===== src/rtl/count_snapshot_fifo.sv =====
// -----------------------------------------------------------------------------
// count_snapshot_fifo
//
// Captures {cc, count} snapshots from an upstream counter stage on each rising
// edge of trig and queues them in a small first-word fall-through FIFO. When
// the FIFO is full and nothing is popped in the same cycle, the capture is
// dropped. A sticky overflow flag and a saturating drop counter record drops.
//
// Parameters
//   DEPTH      number of entries (power of two, 2..16)
//   CW         width of the count input
//
// Ports
//   clk        clock, all state updates on the rising edge
//   rst        synchronous active-high reset
//   count      free-running count value to snapshot
//   cc         2-bit status captured alongside count
//   trig       level capture request; only its rising edge captures
//   out_ready  downstream ready; a pop happens when out_valid & out_ready
//   clr_ovf    one-cycle pulse clearing overflow and drop_cnt
//   out_valid  head entry present (level != 0)
//   out_data   head entry {cc, count}, combinational from storage
//   level      number of stored entries
//   overflow   sticky: at least one capture was dropped
//   drop_cnt   saturating count of dropped captures
// -----------------------------------------------------------------------------
module count_snapshot_fifo #(
  parameter int DEPTH = 4,
  parameter int CW    = 16
) (
  input  logic                     clk,
  input  logic                     rst,
  input  logic [CW-1:0]            count,
  input  logic [1:0]               cc,
  input  logic                     trig,
  input  logic                     out_ready,
  input  logic                     clr_ovf,
  output logic                     out_valid,
  output logic [CW+1:0]            out_data,
  output logic [$clog2(DEPTH):0]   level,
  output logic                     overflow,
  output logic [7:0]               drop_cnt
);

  localparam int              AW         = $clog2(DEPTH);
  localparam int              LW         = AW + 1;
  localparam logic [LW-1:0]   FULL_LEVEL = LW'(DEPTH);

  logic [CW+1:0]  r_mem [DEPTH];
  logic [AW-1:0]  r_wr_ptr;
  logic [AW-1:0]  r_rd_ptr;
  logic [LW-1:0]  r_level;
  logic           r_trig_q;
  logic           r_overflow;
  logic [7:0]     r_drop_cnt;

  logic           w_capture;
  logic           w_pop;
  logic           w_full;
  logic           w_write;
  logic           w_drop;

  assign w_capture = trig & ~r_trig_q;
  assign w_pop     = out_valid & out_ready;
  assign w_full    = (r_level == FULL_LEVEL);
  // When full, a simultaneous pop frees the head slot this very edge; since
  // wr_ptr == rd_ptr when full, the new entry lands in the slot being read
  // out, which becomes the tail once rd_ptr advances.
  assign w_write   = w_capture & (~w_full | w_pop);
  assign w_drop    = w_capture & w_full & ~w_pop;

  assign out_valid = (r_level != '0);
  assign out_data  = r_mem[r_rd_ptr];
  assign level     = r_level;
  assign overflow  = r_overflow;
  assign drop_cnt  = r_drop_cnt;

  // NOTE: storage has no reset; level gating out_valid is what hides stale
  // entries, so resetting the array would only add reset fan-out.
  always_ff @(posedge clk) begin
    if (w_write && !rst) begin
      r_mem[r_wr_ptr] <= {cc, count};
    end
  end

  // NOTE: sequential state uses non-blocking assignments so every register
  // samples pre-edge values regardless of statement order.
  always_ff @(posedge clk) begin
    if (rst) begin
      r_wr_ptr   <= '0;
      r_rd_ptr   <= '0;
      r_level    <= '0;
      r_trig_q   <= 1'b1;  // trig held high through reset must not capture
      r_overflow <= 1'b0;
      r_drop_cnt <= '0;
    end else begin
      r_trig_q <= trig;

      if (w_write) r_wr_ptr <= r_wr_ptr + AW'(1);
      if (w_pop)   r_rd_ptr <= r_rd_ptr + AW'(1);

      unique case ({w_write, w_pop})
        2'b10:   r_level <= r_level + LW'(1);
        2'b01:   r_level <= r_level - LW'(1);
        default: r_level <= r_level;
      endcase

      // A drop in the same cycle as a clear wins over the clear.
      if (clr_ovf) begin
        r_overflow <= w_drop;
        r_drop_cnt <= w_drop ? 8'd1 : 8'd0;
      end else if (w_drop) begin
        r_overflow <= 1'b1;
        if (r_drop_cnt != 8'hFF) r_drop_cnt <= r_drop_cnt + 8'd1;
      end
    end
  end

endmodule


===== config.mk =====
export PLATFORM = sky130hd
export DESIGN_NAME = count_snapshot_fifo
export DESIGN_NICKNAME = d
export VERILOG_FILES = /design/src/rtl/count_snapshot_fifo.sv
export SDC_FILE = /design/constraint.sdc
export NUM_CORES = 1
export LEC_CHECK = 0
export ABC_AREA = 1
export BUFFER_PORTS_ARGS = -buffer_cell sky130_fd_sc_hd__buf_2
export CAP_MARGIN = 20
export CELL_PAD_IN_SITES_DETAIL_PLACEMENT = 0
export CELL_PAD_IN_SITES_GLOBAL_PLACEMENT = 2
export CORE_MARGIN = 3
export CORE_UTILIZATION = 37
export CTS_CLUSTER_SIZE = 30
export DETAILED_ROUTE_END_ITERATION = 10
export PLACE_DENSITY = 0.83
export SYNTH_ARGS = -nofsm -noshare
export SYNTH_HDL_FRONTEND = slang
export SYNTH_SLANG_ARGS = --single-unit

===== constraint.sdc =====
create_clock -name clk -period 2.81 [get_ports clk]
set_clock_uncertainty 0.05 [all_clocks]
set_input_delay 0.562 -clock clk [delete_from_list [all_inputs] [get_ports clk]]
set_output_delay 0.562 -clock clk [all_outputs]
set_load 0.1 [all_outputs]

==> flow_metrics.tcl, run 1 <==
set metrics [dict create \
    critPathSlowestCell "buf_2" \
    critPathKind "reg2out" \
    crit_fanout 36 \
    worstPathArrival_ps 1890 \
    row_count 36 \
    synth_warnings 0 \
    nFillCells 923 \
    critical-path-top-delay-family "buffers and inverters" \
    endpoint_kind "output pin" \
    num_vias 2488 \
    ir_drop_uv 464.3 \
    drv_slew 0 \
    yosys.cell_types.count 33 \
    grt_overflow 0 \
    cts_setup_buffers 0 \
    synth_top_family_by_area "simple AND/OR/NAND/NOR gates" \
    min_period_ps 2507 \
    dp_slack_ps 605.3 \
    htreeDepth 3 \
    drv_cap 0 \
    synth_xor_area_frac 0 \
    wl_per_cell_um 13.74 \
    dpl.cell_count 508 \
    synth_area_leaders "edfxtp_1 57%, dfxtp_1 10%, o21ai_0 5.4%" \
    yosys.area.top_type "edfxtp_1" \
    multi_input_area_um2 1149 \
    clock_sinks 91 \
    max_stage_delay_ps 460 \
    rsz0062_at_grt "no" \
    hold_viol_final 0 \
    clockBufferDepth 2 \
    fin_setup_tns_ps 0 \
    relSlewSlack 0.6260 \
    grt_max_degree 37 \
    fmax_mhz 398.9 \
    syn_nets 354 \
    viasPerCell 4.748 \
    io_pins 54 \
    die_y_um 107.1 \
    die_w_um 107.1 \
    ys_seq_area_frac 0.6720 \
    regArea_um2 2542 \
    yosys.area_share.simple 0.1468 \
    cts_made_buffers 9 \
    cts_root_buffer "clkbuf_8" \
    antenna_found_initial 0 \
    min_path_type "in2reg" \
    finalSetupViolations 0 \
    synth-seq-cells 91 \
    synth_top_area_frac 0.5714 \
    synthCells 325 \
    area_delta_synth_final_pct 18.98 \
    tightest_slew_ps 560.1 \
    worst_setup_path_start_kind "flip-flop" \
    grt.total_usage 0.1321 \
    whs_ps 368.9 \
    place.gp.congestion 0.7554 \
    firstDrtPassIters 4 \
    power.leakage_nw 1.653 \
    drt_wl_total_um 7199 \
    final_cells 524 \
    synthMuxAreaShare 0 \
    mostFrequentLayoutCells "72 x edfxtp_1, 53 x buf_2, 48 x nor2_1" \
    nets 415 \
    post-route-drc-count 0 \
    clk_pin_slew_worst_paths_ps 80 \
    insertion_delay_ps 330 \
    period_share 0.8922 \
    cts_tree "yes" \
    die_area_um2 11480 \
    grt_pass1_vias 2408 \
    holdBufCountCts 0 \
    status "finished clean" \
    synth_area_um2 3784 \
    cp.required_ps 2200 \
    synth_area_per_cell_um2 11.64 \
    drtIter0Drc 115 \
    timing.critical_path.buf_inv 2 \
    cts_resized 0 \
    fin_ws_ps 303.0 \
    powerDensity_nw_per_um2 786.7 \
    coreArea_um2 9864 \
    numPortBuffers 53 \
    initial_utilization 0.3836 \
    path_cells "inv_2, o21ai_0, o22ai_1, buf_2" \
    synth_fa_ha_area_frac 0.02183 \
    grt_pass1_wl_um 11720 \
    final_common_cell "edfxtp_1" \
    synth_compound_area_frac 0.1124 \
    ant_nets 0 \
    antenna_cells 0 \
    drive_above_1_share 0.3171 \
    dpl.hpwl_um 4674 \
]
worst paths after layout:
check                              from                     to  slack (ps)  depth (start not counted)
setup / recovery              flip-flop           out_data[17]         300                          4
hold / removal                     trig    r_trig_q$_SDFF_PP1_         370                          3
setup reg to reg  level[1]$_SDFFE_PP0P_  level[2]$_SDFFE_PP0P_        1130                         10
hold reg to reg   overflow$_SDFFE_PP0P_  overflow$_SDFFE_PP0P_         430                          2
cells by family after synthesis:
| family | after synthesis |
|---|---|
| AO/OA/AOI/OAI | 78 |
| adder cells (fa/ha/maj) | 6 |
| AND/OR/NAND/NOR | 106 |
| buffers and inverters | 44 |
| flip-flops | 91 |
flip-flops by register name, indices dropped and copies added, names as in the netlist, named ones only:
| name | cells |
|---|---|
| r_wr_ptr | 2 |
| r_trig_q | 1 |
| r_mem | 72 |
| r_rd_ptr | 2 |
| level | 3 |
| overflow | 1 |
| drop_cnt | 8 |
tightest hold or removal path: stages:
cell and delay, ps:
buf_2 80, inv_2 40, nand2_1 40
stage by stage:
stage | total power (W) | util | instance area (um^2)
2_1_floorplan | 0.002541 | - | 3859
3_3_place_gp | 0.002724 | 0.4370 | 4310
3_5_place_dp | 0.002730 | 0.4370 | 4310
4_1_cts | 0.003581 | 0.4564 | 4502
5_1_grt | 0.003701 | 0.4564 | 4502
6_report | 0.003542 | 0.4564 | 4502
power by group:
part	switching (W)	internal, W	total, W
Combinational	0.000977	0.000205	0.00118
Clock	0.000441	0.000412	0.000853
Sequential	0.0000237	0.00148	0.00151
Total	0.00144	0.00210	0.00354
synthesized netlist by cell type, drive strengths merged:
master  instances
edfxtp         72
nor2           59
o21ai          48
nand2          34
inv            32
dfxtp          19
o22ai          18
a21oi          10
nand3           9
buf             7
ha              5
clkbuf          4
nand4           2
clkinv          1
fa              1
nor3            1
nor3b           1
o211ai          1
o21bai          1
area by class of cell:
class                      instances  share of cell area
clock inverter                     6             0.01417
tap                              133             0.03697
clock buffer                      10             0.02835
timing repair buffer              61             0.07226
multi-input combinational        190              0.2551
inverter                          33             0.02835
sequential                        91              0.5648
metal layers:
| metal | wire length [um] | GRT usage |
|---|---|---|
| met5 | 0 | 0 |
| met4 | 148 | 0.05662 |
| met3 | 266 | 0.02408 |
| met2 | 3512 | 0.2243 |
| met1 | 3271 | 0.1650 |
(Power assumes the default switching activity.)
==> run 2, diff against run 1 <==
Settings changed: REMOVE_ABC_BUFFERS set to 1.
==> run 2 against run 1 <==
Die area stayed put. Clock power is 1% lower. Via count shrank 0.36%. Count of clock-buffer cells in the layout shrank 1. Global-route usage down 0.12 points. Utilization decreased by 0.76 points. Sequential cell count unchanged. Routed wire length is 1.0% lower. Sequential share of layout area is 0.96 points higher. Critical path type unchanged.
==> flow_metrics.tcl, run 2 (synthesis results as in run 1) <==
set metrics [dict create \
    status "finished clean" \
    cts_resized 0 \
    dpl.hpwl_um 4625 \
    num_vias 2479 \
    grt_pass1_wl_um 11540 \
    holdBufCountCts 0 \
    die_area_um2 11480 \
    insertion_delay_ps 340 \
    place_area_um2 4235 \
    min_path_cells 3 \
    final_cells 524 \
    drt_wl_total_um 7124 \
    grt_pass1_vias 2402 \
    place.gp.congestion 0.7402 \
    fin_area_um2 4427 \
    grt_max_degree 37 \
    postLayoutCoreUtil 0.4488 \
    htreeDepth 3 \
    cts_root_buffer "clkbuf_8" \
    grt_overflow 0 \
    die_w_um 107.1 \
    wl_per_cell_um 13.60 \
    tightest_slew_ps 573.3 \
    endpoint_kind "output pin" \
    critPathKind "reg2out" \
    coreArea_um2 9864 \
    worst_setup_path_start_kind "flip-flop" \
    fin_ws_ps 248.7 \
    largest_reg_flops 72 \
    regArea_um2 2542 \
    clk_pin_slew_worst_paths_ps 90 \
    numPortBuffers 53 \
    cts_tree "yes" \
    rsz0062_at_grt "no" \
    period_share 0.9115 \
    clock_sinks 91 \
    drive_above_1_share 0.2839 \
    drv_slew 0 \
    cts_made_buffers 9 \
    viasPerCell 4.731 \
    crit_fanout 36 \
    nets 415 \
    mostFrequentLayoutCells "72 x edfxtp_1, 53 x buf_2, 48 x nor2_1" \
    worstPathArrival_ps 1950 \
    area_delta_synth_final_pct 17.00 \
    grt.total_usage 0.1309 \
    nFillCells 923 \
    dpl.cell_count 508 \
    clockBufferDepth 2 \
    power.leakage_nw 1.629 \
    cts_setup_buffers 0 \
    drv_cap 0 \
    relSlewSlack 0.6172 \
    final_common_cell "edfxtp_1" \
    multi_input_area_um2 1074 \
    reg2regPathDepth 10 \
    row_count 36 \
    ir_drop_uv 469.9 \
    antenna_found_initial 0 \
    whs_ps 364.6 \
    fmax_mhz 390.4 \
    initial_utilization 0.3836 \
    min_period_ps 2561 \
    hold_viol_final 0 \
    ant_nets 0 \
    antenna_cells 0 \
    finalSetupViolations 0 \
    io_pins 54 \
    die_y_um 107.1 \
    powerDensity_nw_per_um2 791.7 \
    firstDrtPassIters 4 \
    post-route-drc-count 0 \
    max_flop_register "r_mem" \
    cp.required_ps 2200 \
    drtIter0Drc 109 \
    dp_slack_ps 568.0 \
    min_path_type "in2reg" \
]
run 2: final timing paths:
path / from / end / slack, ps
worst min register to register: overflow$_SDFFE_PP0P_ / overflow$_SDFFE_PP0P_ / 420
worst min-delay path: trig / r_trig_q$_SDFF_PP1_ / 360
worst max-delay path: flip-flop / out_data[8] / 250
worst max register to register: level[1]$_SDFFE_PP0P_ / level[2]$_SDFFE_PP0P_ / 1090
run 2: routing by layer:
| metal | track usage | routed length, um |
|---|---|---|
| met5 | 0 | 0 |
| met2 | 0.2140 | 3300 |
| met3 | 0.03311 | 315 |
| met4 | 0.04110 | 28 |
| met1 | 0.1712 | 3480 |
run 2: metrics by stage:
step | total power (W) | TNS [ps]
final | 0.003505 | 0
after floorplan | 0.002487 | -6419
after global placement | 0.002694 | 0
after detailed placement | 0.002703 | 0
after CTS | 0.003545 | 0
after global routing | 0.003672 | 0
run 2: final cells by class:
class / count / area share
timing repair buffer: 61 / 0.07349
inverter: 33 / 0.02883
tap: 133 / 0.03759
clock buffer: 9 / 0.02798
multi-input combinational: 190 / 0.2425
sequential: 91 / 0.5743
clock inverter: 7 / 0.01526
run 2: critical path, stage by stage (launching register included):
cell	delay (ps)
dfxtp_1	340
inv_2	430
o21ai_0	170
o22ai_1	200
buf_2	470
run 2: where the power goes:
part	total (W)	switching (W)	internal, W
sequential	0.00151	0.0000249	0.00148
clock	0.000844	0.000436	0.000408
combinational	0.00115	0.000966	0.000188
